===== config.mk =====
export PLATFORM = sky130hd
export DESIGN_NAME = tipi_mailbox
export DESIGN_NICKNAME = d
export VERILOG_FILES = /design/src/rtl/tipi_pkg.sv /design/src/rtl/tipi_sync.sv /design/src/rtl/tipi_mailbox.sv
export SDC_FILE = /design/constraint.sdc
export NUM_CORES = 1
export LEC_CHECK = 0
export ABC_AREA = 1
export BUFFER_PORTS_ARGS = -buffer_cell sky130_fd_sc_hd__buf_2
export CAP_MARGIN = 30
export CORE_MARGIN = 8
export CORE_UTILIZATION = 63
export CTS_CLUSTER_SIZE = 28
export DETAILED_ROUTE_END_ITERATION = 10
export MAX_ROUTING_LAYER = met4
export PLACE_DENSITY = 0.91
export SYNTH_ARGS = -nofsm -noshare
export SYNTH_HDL_FRONTEND = slang
export SYNTH_SLANG_ARGS = --single-unit

===== constraint.sdc =====
create_clock -name clk -period 3.4 [get_ports clk]
set_clock_uncertainty 0.15 [all_clocks]
set_input_delay 0.17 -clock clk [delete_from_list [all_inputs] [get_ports clk]]
set_output_delay 0.17 -clock clk [all_outputs]
set_load 0.02 [all_outputs]

===== src/rtl/tipi_pkg.sv =====
// tipi_pkg: shared constants for the TIPI mailbox.
// Register offsets, window geometry and the window-base helper.
package tipi_pkg;

    typedef enum logic [2:0] {
        OFF_RC = 3'd1,
        OFF_RD = 3'd3,
        OFF_TC = 3'd5,
        OFF_TD = 3'd7
    } reg_off_e;

    localparam logic [15:0] WIN_SIZE = 16'd8;
    localparam logic [15:0] TOP_ADDR = 16'h6000;

    function automatic logic [15:0] win_base(input int nreg);
        return TOP_ADDR - 16'(nreg) * WIN_SIZE;
    endfunction

endpackage


===== src/rtl/tipi_sync.sv =====
// tipi_sync: multi-flop synchroniser with a rising-edge pulse.
// One extra flop past the chain provides the edge history.
module tipi_sync #(
    parameter int STAGES = 2
) (
    input  logic clk,
    input  logic reset,
    input  logic async_i,
    output logic sync_o,
    output logic rise_o
);

    logic [STAGES:0] sr_q;

    // shift the asynchronous level through the chain
    always_ff @(posedge clk) begin
        if (reset) sr_q <= '0;
        else       sr_q <= {sr_q[STAGES-1:0], async_i};
    end

    assign sync_o = sr_q[STAGES-1];
    assign rise_o = sr_q[STAGES-1] & ~sr_q[STAGES];

endmodule


===== src/rtl/tipi_mailbox.sv =====
// tipi_mailbox: TI-99 <-> RPi byte mailbox, NREG channels.
// Optional IRQ flags are built when TIPI_MAILBOX_IRQ_EN is defined.
module tipi_mailbox
    import tipi_pkg::*;
#(
    parameter int NREG        = 2,
    parameter int SYNC_STAGES = 2
) (
    input  logic        clk,
    input  logic        reset,
    input  logic [15:0] ti_a,
    input  logic        ti_memen,
    input  logic        ti_we,
    input  logic        ti_dbin,
    input  logic [7:0]  ti_d_in,
    output logic [7:0]  ti_d_out,
    output logic        ti_d_oe,
    input  logic        dev_en,
    input  logic        r_clk,
    input  logic        r_le,
    input  logic        r_dout,
    input  logic        r_rt,
    input  logic        r_cd,
    input  logic [2:0]  r_sel,
    output logic        r_din,
    output logic        ti_extint_n
);

    localparam logic [15:0] BASE = win_base(NREG);

    logic       rclk_s, rclk_rise;
    logic       rle_s, rle_rise;
    logic       rdout_s, rdout_rise;
    logic       memen_s, memen_rise;
    logic       we_s, we_rise;

    tipi_sync #(.STAGES(SYNC_STAGES)) u_sync_rclk (
        .clk(clk), .reset(reset), .async_i(r_clk),
        .sync_o(rclk_s), .rise_o(rclk_rise));
    tipi_sync #(.STAGES(SYNC_STAGES)) u_sync_rle (
        .clk(clk), .reset(reset), .async_i(r_le),
        .sync_o(rle_s), .rise_o(rle_rise));
    tipi_sync #(.STAGES(SYNC_STAGES)) u_sync_rdout (
        .clk(clk), .reset(reset), .async_i(r_dout),
        .sync_o(rdout_s), .rise_o(rdout_rise));
    tipi_sync #(.STAGES(SYNC_STAGES)) u_sync_memen (
        .clk(clk), .reset(reset), .async_i(ti_memen),
        .sync_o(memen_s), .rise_o(memen_rise));
    tipi_sync #(.STAGES(SYNC_STAGES)) u_sync_we (
        .clk(clk), .reset(reset), .async_i(ti_we),
        .sync_o(we_s), .rise_o(we_rise));

    logic unused_sync;
    assign unused_sync = ^{rclk_s, rle_s, rdout_rise,
                           memen_rise, we_rise};

    // address decode against the channel windows
    logic       in_win;
    logic [5:0] offs;
    logic [2:0] ch;
    logic [2:0] off;

    assign in_win = (ti_a >= BASE) && (ti_a < TOP_ADDR);
    assign offs   = 6'(ti_a - BASE);
    assign ch     = offs[5:3];
    assign off    = offs[2:0];

    assign ti_d_oe = dev_en & ~ti_memen & ti_dbin & in_win;

    // TI write strobe: fires on the 2nd cycle of a synced write
    logic       wr_act, wr_fire, wr_hit;
    logic [1:0] wr_q;

    assign wr_act  = ~memen_s & ~we_s;
    assign wr_fire = wr_act & wr_q[0] & ~wr_q[1];
    assign wr_hit  = wr_fire & dev_en & in_win &
                     ((off == OFF_TC) || (off == OFF_TD));

    // serial side qualifiers; le takes priority over a clk edge
    logic sel_ok, shift_in, shift_out, le_commit, le_load;

    assign sel_ok    = int'(r_sel) < NREG;
    assign shift_in  = rclk_rise & ~rle_rise & ~r_rt & sel_ok;
    assign shift_out = rclk_rise & ~rle_rise &  r_rt & sel_ok;
    assign le_commit = rle_rise & ~r_rt & sel_ok;
    assign le_load   = rle_rise &  r_rt & sel_ok;

    logic [7:0] rc_q [NREG];
    logic [7:0] rd_q [NREG];
    logic [7:0] tc_q [NREG];
    logic [7:0] td_q [NREG];
    logic [7:0] shrc_q [NREG];
    logic [7:0] shrd_q [NREG];
    logic [7:0] rc_d [NREG];
    logic [7:0] rd_d [NREG];
    logic [7:0] tc_d [NREG];
    logic [7:0] td_d [NREG];
    logic [7:0] shrc_d [NREG];
    logic [7:0] shrd_d [NREG];
    logic [7:0] out_q, out_d;
    logic       cm_q, cm_cd_q;
    logic [2:0] cm_sel_q;
    logic       din_q;

    // next-state for registers, shadows and the out-shifter
    always_comb begin
        rc_d   = rc_q;
        rd_d   = rd_q;
        tc_d   = tc_q;
        td_d   = td_q;
        shrc_d = shrc_q;
        shrd_d = shrd_q;
        out_d  = out_q;
        for (int k = 0; k < NREG; k++) begin
            if (shift_in && r_sel == 3'(k)) begin
                if (r_cd) shrd_d[k] = {shrd_q[k][6:0], rdout_s};
                else      shrc_d[k] = {shrc_q[k][6:0], rdout_s};
            end
            if (cm_q && cm_sel_q == 3'(k)) begin
                if (cm_cd_q) rd_d[k] = shrd_q[k];
                else         rc_d[k] = shrc_q[k];
            end
            if (wr_hit && ch == 3'(k)) begin
                if (off == OFF_TD) td_d[k] = ti_d_in;
                else               tc_d[k] = ti_d_in;
            end
            if (le_load && r_sel == 3'(k)) begin
                out_d = r_cd ? td_q[k] : tc_q[k];
            end
        end
        if (shift_out) out_d = {out_q[6:0], 1'b0};
    end

    // mailbox state update
    always_ff @(posedge clk) begin
        if (reset) begin
            for (int k = 0; k < NREG; k++) begin
                rc_q[k]   <= '0;
                rd_q[k]   <= '0;
                tc_q[k]   <= '0;
                td_q[k]   <= '0;
                shrc_q[k] <= '0;
                shrd_q[k] <= '0;
            end
            out_q    <= '0;
            wr_q     <= '0;
            cm_q     <= 1'b0;
            cm_cd_q  <= 1'b0;
            cm_sel_q <= '0;
            din_q    <= 1'b0;
        end else begin
            rc_q     <= rc_d;
            rd_q     <= rd_d;
            tc_q     <= tc_d;
            td_q     <= td_d;
            shrc_q   <= shrc_d;
            shrd_q   <= shrd_d;
            out_q    <= out_d;
            wr_q     <= {wr_q[0], wr_act};
            cm_q     <= le_commit;
            cm_cd_q  <= r_cd;
            cm_sel_q <= r_sel;
            din_q    <= sel_ok & out_q[7];
        end
    end

    assign r_din = din_q;

    // read mux for the addressed register
    always_comb begin
        ti_d_out = 8'h00;
        for (int k = 0; k < NREG; k++) begin
            if (in_win && ch == 3'(k)) begin
                case (off)
                    OFF_RC:  ti_d_out = rc_q[k];
                    OFF_RD:  ti_d_out = rd_q[k];
                    OFF_TC:  ti_d_out = tc_q[k];
                    OFF_TD:  ti_d_out = td_q[k];
                    default: ti_d_out = 8'h00;
                endcase
            end
        end
    end

`ifdef TIPI_MAILBOX_IRQ_EN
    logic            rd_act, rd_q1, rd_first;
    logic [NREG-1:0] irq_q, irq_d;
    logic            extint_q;

    assign rd_act   = ~memen_s & ti_dbin;
    assign rd_first = rd_act & ~rd_q1;

    // IRQ flags: set on RC commit, cleared by RC read, set wins
    always_comb begin
        irq_d = irq_q;
        for (int k = 0; k < NREG; k++) begin
            if (rd_first && in_win && off == OFF_RC &&
                ch == 3'(k)) irq_d[k] = 1'b0;
            if (cm_q && !cm_cd_q && cm_sel_q == 3'(k))
                irq_d[k] = 1'b1;
        end
    end

    // IRQ flag and interrupt output registers
    always_ff @(posedge clk) begin
        if (reset) begin
            rd_q1    <= 1'b0;
            irq_q    <= '0;
            extint_q <= 1'b1;
        end else begin
            rd_q1    <= rd_act;
            irq_q    <= irq_d;
            extint_q <= ~(dev_en & |irq_q);
        end
    end

    assign ti_extint_n = extint_q;
`else
    assign ti_extint_n = 1'b1;
`endif

endmodule


---- Word-level counts from Yosys, hierarchy flattened ----
Cells that the tools add are included.
operators by class
  add/sub/neg operators ................... 1
  $lt $le $gt $ge ......................... 3
  eq/ne operators ......................... 7
  mux-type cells .......................... 9
  bitwise logic cells ..................... 32
  reductions and logical operators ........ 30
operators with widths
  kind                                                                     number
  8-bit case mux with 4 select lines                                       2
  8-bit 2-to-1 mux                                                         7
  2-bit AND reduction                                                      12
  1-bit AND                                                                21
  16-bit by 15-bit >= comparator with 1-bit output, second input constant  1
  16-bit by 15-bit < comparator with 1-bit output, second input constant   1
  3-bit by 1-bit == test with 1-bit output, second input constant          4
  1-bit logical AND                                                        11
  1-bit NOT                                                                11
  3-bit logical NOT                                                        3
  3-bit == test, second input constant                                     2
  6-bit subtractor, second input constant                                  1
  3-bit by 2-bit == test with 1-bit output, second input constant          1
  3-bit by 2-bit < comparator with 1-bit output, second input constant     1
  3-bit nonzero test                                                       1
  2-bit nonzero test                                                       1
  2-bit OR reduction                                                       1
  1-bit logical OR                                                         1
storage, ports and cells
  flip-flop bits (word level) ............. 124
  input port bits ......................... 38
  output and inout port bits .............. 11
  word-level logic and storage cells ...... 106

---- Logic depth before layout (Yosys ltp) ----
Gate-level depths: netlist (run 1).
  depth after elaboration ................. 9
  depth in mapped cells ................... 10
  mapped depth without buffers ............ 9

---- By module ----
Synthesis (run 1) repeated with hierarchy kept, for this count alone.
second synthesis, totals
  cell total of the unflattened synthesis .. 769
  area, all modules ....................... 5479.0 um^2
modules (own cells, without submodules)
  module        instances  cells an instance  area each (um^2)  sequential area each (um^2)
  tipi_mailbox  1          719                5047.3            2242.2
  tipi_sync     5          10                 86.3              60.1

---- Worst setup path after synthesis (run 1) ----
Ideal clock, no wire load.
  path type ............................... input to output
  start point ............................. input port ti_a[4]
  end point ............................... output port ti_d_out[0]
  data arrival time ....................... 1.493 ns
  data required time ...................... 3.080 ns
  path slack .............................. 1.587 ns
  stages on the path ...................... 6
  buffers on the path ..................... 0
  path through ............................ ha_1 -> nor3_4 -> inv_1 -> nor3_2 -> nand2_1 -> nand2_1
on the way
  cells in the longest elaborated chain, start to end .. 5
  elaborated cells on any way between the ends .. 10
  those cells by class .................... add/sub: 1; order compare: 2; eq/ne: 1; mux: 2; reduce/logical: 4
ends and longest elaborated chain
  element                                                                         line                                     text
  start, declared                                                                 tipi_mailbox.sv:11                       input logic [15:0] ti_a,
  16-bit by 15-bit >= comparator with 1-bit output, or another cell as far along  tipi_mailbox.sv:63                       assign in_win = (ti_a >= BASE) && (ti_a < TOP_ADDR);
  1-bit logical AND / 3-bit logical NOT (equally long branches)                   tipi_mailbox.sv:63, tipi_mailbox.sv:173
  1-bit logical AND                                                               tipi_mailbox.sv:173                      if (in_win && ch == 3'(k)) begin
  8-bit 2-to-1 mux                                                                tipi_mailbox.sv:173
  8-bit 2-to-1 mux *                                                              tipi_mailbox.sv:173
  end, declared                                                                   tipi_mailbox.sv:16                       output logic [7:0] ti_d_out,
Every way passes the cells marked *; elsewhere a longest branch is shown, timed or not.

---- Worst setup path in the final report (run 1) ----
  start point ............................. input port ti_a[4]
  end point ............................... output port ti_d_out[7]
The elaborated chain is that of the path after synthesis.

==> results of run 1 <==
==> cells by family after synthesis <==
group	count (synthesis)
flops	124
buf+inv	138
compound gates	118
fa+ha+maj	1
simple gates	455
other cells	1
==> per-layer routing <==
| metal | part of all wire | wire length (µm) |
|---|---|---|
| met1 | 0.38 | 5890 |
| met4 | 0.036 | 548 |
| met5 | 0 | 0 |
| met2 | 0.49 | 7480 |
| met3 | 0.093 | 1430 |
==> final cells by class <==
cell class                 count  area share
sequential                   124       0.369
clock buffer                  18      0.0637
tap                          108      0.0201
multi-input combinational    575       0.391
timing repair buffer          73      0.0749
clock inverter                13      0.0212
inverter                     106      0.0592
==> worst max-delay path, stage by stage <==
cell and delay [ns]:
buf_2 0.11, ha_1 0.36, nor3_4 0.30, inv_1 0.12, nor3_2 0.65, nand2_1 0.14, nand2_1 0.12, buf_2 0.17
==> stage by stage <==
| stage | hold WS [ns] | instance area [µm²] | power (mW) |
|---|---|---|---|
| floorplan | 0.0969 | 5690 | 1.59 |
| global placement | 0.218 | 5910 | 1.63 |
| detailed placement | 0.228 | 5910 | 1.64 |
| CTS | 0.0247 | 6720 | 3.37 |
| global route | 0.0641 | 6720 | 3.46 |
| finish | 0.0433 | 6720 | 3.37 |
==> sequential cells by signal, indices dropped and copies added, names as in the netlist, 2 cells and up <==
signal	flops
cm_sel_q	3
shrc_q	16
td_q	16
u_sync_memen.sr_q	2
u_sync_rle.sr_q	3
tc_q	16
u_sync_rdout.sr_q	2
u_sync_we.sr_q	2
rc_q	16
rd_q	16
out_q	8
u_sync_rclk.sr_q	3
shrd_q	16
wr_q	2
==> Yosys cell counts (7+ instances only) <==
| cell | instances |
|---|---|
| nand2_1 | 243 |
| nor2_1 | 166 |
| dfxtp_1 | 124 |
| inv_1 | 102 |
| o21ai_0 | 54 |
| a21oi_1 | 48 |
| buf_2 | 14 |
| nand3_1 | 14 |
| clkbuf_1 | 11 |
| nand4_1 | 7 |
==> path summary, 6_finish.rpt <==
kind                                  start                              to  slack (ns)  cells after the start
max reg2reg          cm_sel_q[1]$_SDFF_PP0_            rd_q[8]$_SDFFE_PP0P_        1.35                      5
max                                 ti_a[4]                     ti_d_out[7]        0.95                      8
min reg2reg  u_sync_rclk.sr_q[0]$_SDFF_PP0_  u_sync_rclk.sr_q[1]$_SDFF_PP0_        0.26                      2
min                                 ti_a[3]           td_q[13]$_SDFFE_PP0P_        0.04                      6
==> power by group through the flow <==
stage / clock [mW] / sequential (mW) / combinational, mW
floorplan: 0 / 1.50 / 0.0923
global placement: 0 / 1.50 / 0.132
detailed placement: 0 / 1.50 / 0.136
CTS: 1.74 / 1.47 / 0.159
global route: 1.81 / 1.47 / 0.177
finish: 1.74 / 1.47 / 0.163
==> placed cells by master (no fill, tap or decap), types with 2 or more instances in the layout <==
master           n
nand2_4          2
o21ai_1          5
clkbuf_8         2
dfxtp_1        124
a22oi_1          2
nor2_4           2
nand3_2          2
clkinv_2         2
o22ai_1          3
nand4_1          7
clkinvlp_4       5
dlygate4sd3_1   24
buf_2           47
clkbuf_16       16
nand2_1        243
o211ai_1         5
nor2_1         166
a21oi_1         48
nand3b_1         2
nor2_8           2
nand3_4          2
bufinv_16        2
nor3_4           5
inv_1          102
inv_2            4
nand4_4          4
inv_6            3
o21ai_0         54
nand3_1         14
==> repair_timing <==
| item | in CTS | in global routing |
|---|---|---|
| endpoints found under the hold margin | 59 | 0 |
| setup endpoints to repair | 0 | 0 |
| hold buffers | 24 | 0 |
| buffers inserted | 0 | 0 |
==> results_dict.tcl, run 1 <==
set metrics [dict create \
    overflow 0 \
    layout_setup_ws_ns 0.951 \
    yosysTopAreaCell "dfxtp_1" \
    status "complete, no violations" \
    hpwl_mm 9.74 \
    min_period_ns 2.45 \
    synthMuxAreaShare 0 \
    dr.pass1.iters 7 \
    synth-compound-area-share 0.108 \
    diodes 0 \
    worstSetupStartpointType "primary input" \
    fmaxAchievable_ghz 0.408 \
    htreeDepth 4 \
    use_met2 0.404 \
    tns_ns 0 \
    multi_input_area_um2 2630 \
    synthTopCellsByArea "dfxtp_1 (44%), nand2_1 (16%), nor2_1 (11%), inv_1 (6.7%), o21ai_0 (4.7%)" \
    fin_crit_sh 0.720 \
    worstPathRequired_ns 3.08 \
    peakVddDrop_uv 334 \
    synth-adder-area-share 0.00220 \
    ctsResizeCount 0 \
    drive_gt1_frac 0.116 \
    grt_antenna_before_repair 0 \
    ys.flop_type "dfxtp_1" \
    finalMaxSlewViolations 0 \
    cp.arrival_ns 2.13 \
    grt_max_degree 57 \
    cp-end-kind "output port" \
    critPathMaxFanout 8 \
    drc 0 \
    post-route-util 0.767 \
    path_clk_slew_ns 0.06 \
    core_um2 8760 \
    initial_core_util 0.650 \
    synth_fp_nets 876 \
    max-cap-violations 0 \
    synth_area_um2 5690 \
    gr-usage-all-layers 0.253 \
    stdcell_count 1017 \
    powerDensity_nw_per_um2 502 \
    use_met1 0.286 \
    area_delta_synth_final_pct 18.0 \
    clk_path_buf_depth 2 \
    p_leak_nw 3.41 \
    fp.dieW_um 111 \
    die_h_um 111 \
    vias 5565 \
    routabilityCongestion 0.927 \
    worstMarginPinSlew_ns 0.974 \
    dpl.cell_count 962 \
    fillers 630 \
    cts_inserted_buffers 17 \
    num_rows 34 \
    intPower_mw 2.59 \
    final_nets 936 \
    final-hold-violation-count 0 \
    antenna_left 0 \
    syn-mean-instance-area_um2 6.80 \
    tritoncts "yes" \
    rsz0062_at_grt "false" \
    grt_util_met3 0.0693 \
    seqPwrFrac 0.437 \
    grt_pass1_vias 5310 \
    setup_viol 0 \
    portBuffers 47 \
    yosys_warnings 0 \
    grt_busiest_layer "met2" \
    io_pins 49 \
    synth_top_area_frac 0.436 \
    drtIter0Drc 593 \
    min_path_type "in2reg" \
    switching_power_mw 0.786 \
    drt-total-wl_mm 15.4 \
    ys_seq_area_frac 0.436 \
    via_per_inst 5.47 \
    synth_top_family_by_area "simple AND/OR/NAND/NOR gates" \
    grt_pass1_wl_mm 25.0 \
    cts_root_buf "clkbuf_8" \
    seqCellArea_um2 2480 \
    synth_edf_count 0 \
    clk_latency_ns 0.52 \
    routedWlPerCell_um 15.1 \
    clock-sinks 124 \
    synth-async-reset-ratio 0 \
    synth-xor-area-share 0 \
    clkPwrFrac 0.515 \
    synthSimpleGateAreaFrac 0.351 \
    pwr-share-comb 0.048 \
    syn-instance-count 837 \
    slew_headroom 0.348 \
    switching_share 0.233 \
    dp_slack_ns 1.04 \
    ys_ff_latch 124 \
    critPathKind "in2out" \
    yosysUniqueCellTypes 32 \
    die_area_um2 12300 \
]
No activity file was read; power rests on OpenSTA's default activity.
==> inputs of run 2 (changes only) <==
--- a/config.mk
+++ b/config.mk
@@ -9,11 +9,11 @@
 export BUFFER_PORTS_ARGS = -buffer_cell sky130_fd_sc_hd__buf_2
 export CAP_MARGIN = 30
 export CORE_MARGIN = 8
-export CORE_UTILIZATION = 63
+export CORE_UTILIZATION = 59
 export CTS_CLUSTER_SIZE = 28
 export DETAILED_ROUTE_END_ITERATION = 10
 export MAX_ROUTING_LAYER = met4
-export PLACE_DENSITY = 0.91
+export PLACE_DENSITY = 0.86
 export SYNTH_ARGS = -nofsm -noshare
 export SYNTH_HDL_FRONTEND = slang
 export SYNTH_SLANG_ARGS = --single-unit
==> constraint.sdc (replaced) <==
create_clock -name clk -period 2.3 [get_ports clk]
set_clock_uncertainty 0.15 [all_clocks]
set_input_delay 0.115 -clock clk [delete_from_list [all_inputs] [get_ports clk]]
set_output_delay 0.115 -clock clk [all_outputs]
set_load 0.02 [all_outputs]
==> run 2 against run 1 <==
Utilization decreased by 3.5 points. Clock power increased by 72%. Non-clock buffer count increased by 17. Sequential share of layout area decreased by 1.4 points. Final area increased by 3.9%. Flip-flop and latch count unchanged. Worst hold slack got worse by 0.012 ns. Via count increased by 2.0%. Routed wire length increased by 6.4%. Global-route usage increased by 0.83 points. Critical path depth increased by 1. Largest power group unchanged.
==> results_dict.tcl, run 2 (synthesis results as in run 1) <==
set metrics [dict create \
    drive_gt1_frac 0.125 \
    clk_latency_ns 0.54 \
    r2r.worst_path.cells 6 \
    slew_headroom 0.591 \
    min_period_ns 2.26 \
    layout_common_cells "nand2_1 (243), nor2_1 (166), dfxtp_1 (124)" \
    tns_ns 0 \
    htreeDepth 4 \
    diodes 0 \
    drtIter0Drc 563 \
    cts_root_buf "clkbuf_8" \
    p_leak_nw 3.55 \
    core_um2 9550 \
    fp.dieW_um 114 \
    drt-total-wl_mm 16.3 \
    clk_path_buf_depth 2 \
    vias 5675 \
    initial_core_util 0.596 \
    cp.arrival_ns 2.00 \
    finalMaxSlewViolations 0 \
    via_per_inst 5.35 \
    drc 0 \
    worstSetupStartpointType "primary input" \
    die_h_um 114 \
    critPathMaxFanout 7 \
    cts_inserted_buffers 17 \
    worstMarginPinSlew_ns 0.612 \
    hpwl_mm 9.53 \
    setup_viol 0 \
    clock-sinks 124 \
    powerDensity_nw_per_um2 778 \
    holdWs_ns 0.0312 \
    gr-usage-all-layers 0.262 \
    antenna_left 0 \
    p_total_mw 5.43 \
    area_delta_synth_final_pct 22.7 \
    min_delay_path_depth 3 \
    final_nets 953 \
    grt_max_degree 50 \
    grt_antenna_before_repair 0 \
    path_clk_slew_ns 0.06 \
    fillers 701 \
    max-cap-violations 0 \
    dr.pass1.iters 5 \
    critPathKind "in2out" \
    die_area_um2 13000 \
    grt_util_met3 0.0675 \
    overflow 0 \
    fin_crit_sh 0.983 \
    status "complete, no violations" \
    min_path_type "in2reg" \
    portBuffers 47 \
    routabilityCongestion 0.910 \
    worstPathRequired_ns 2.04 \
    final-hold-violation-count 0 \
    tritoncts "yes" \
    cp-end-kind "output port" \
    grt_pass1_vias 5407 \
    routedWlPerCell_um 15.4 \
    grt_busiest_layer "met2" \
    ctsResizeCount 0 \
    io_pins 49 \
    grt_pass1_wl_mm 25.9 \
    use_met2 0.420 \
    fmaxAchievable_ghz 0.442 \
    final_common_cell "nand2_1" \
    num_rows 36 \
    use_met1 0.284 \
    peakVddDrop_uv 408 \
]
[run 2: changes by cell type in the layout (fill, tap and decap cells not counted)]
cell / before / now
buf_12: 1 / 2
buf_4: 1 / 13
bufinv_16: 2 / 6
dlygate4sd3_1: 24 / 28
clkinvlp_4: 5 / 1
clkinv_4: 1 / 2
clkbuf_1: 0 / 3
inv_6: 3 / 0
[run 2: critical path, cell delays in order]
cell and delay, ns:
dlygate4sd3_1 0.52, buf_2 0.14, inv_2 0.05, nor3_4 0.16, inv_1 0.12, nor3_4 0.40
o21ai_0 0.18, nand2_1 0.14, buf_2 0.18
[run 2: worst paths after layout]
path / startpoint / slack [ns] / end
max: ti_a[3] / 0.04 / ti_d_out[7]
min: r_cd / 0.03 / cm_cd_q$_SDFF_PP0_
max reg2reg: wr_q[1]$_SDFF_PP0_ / 0.09 / td_q[9]$_SDFFE_PP0P_
min reg2reg: u_sync_rclk.sr_q[0]$_SDFF_PP0_ / 0.25 / u_sync_rclk.sr_q[1]$_SDFF_PP0_
[run 2: through the flow]
step	cell area (µm²)	setup WS, ns	utilization	instances
2_1_floorplan	5690	0.597	-	837
3_3_place_gp	6030	0.346	0.632	998
3_5_place_dp	6030	0.305	0.632	998
4_1_cts	6970	0.0686	0.730	1058
5_1_grt	6980	-0.0371	0.731	1060
6_report	6980	0.0388	0.731	1060
[run 2: final cells by class]
class	count	area (µm²)	share of cell area
multi-input combinational	575	2630	0.377
inverter	106	398	0.0570
clock inverter	11	215	0.0308
timing repair buffer	90	653	0.0935
tap	133	166	0.0238
clock buffer	21	439	0.0629
sequential	124	2480	0.355
[run 2: report_power, final]
group | switching, mW | leakage, nW | internal [mW] | total, mW
Sequential | 0.00981 | 1.00 | 2.17 | 2.18
Combinational | 0.164 | 2.23 | 0.0944 | 0.258
Clock | 0.990 | 0.316 | 2.01 | 3.00
Total | 1.16 | 3.55 | 4.27 | 5.43
[run 2: routing by layer]
layer / wire (µm) / vias to the layer above
met2: 7800 / 294
met1: 6190 / 2550
met4: 956 / 0
li1: - / 2739
met3: 1390 / 92
met5: 0 / -
[run 2: what timing repair did]
item,4_1_cts,5_1_grt
endpoints found under the hold margin,64,0
endpoints found under the setup margin,0,7
setup buffers,0,2
hold buffers,28,0
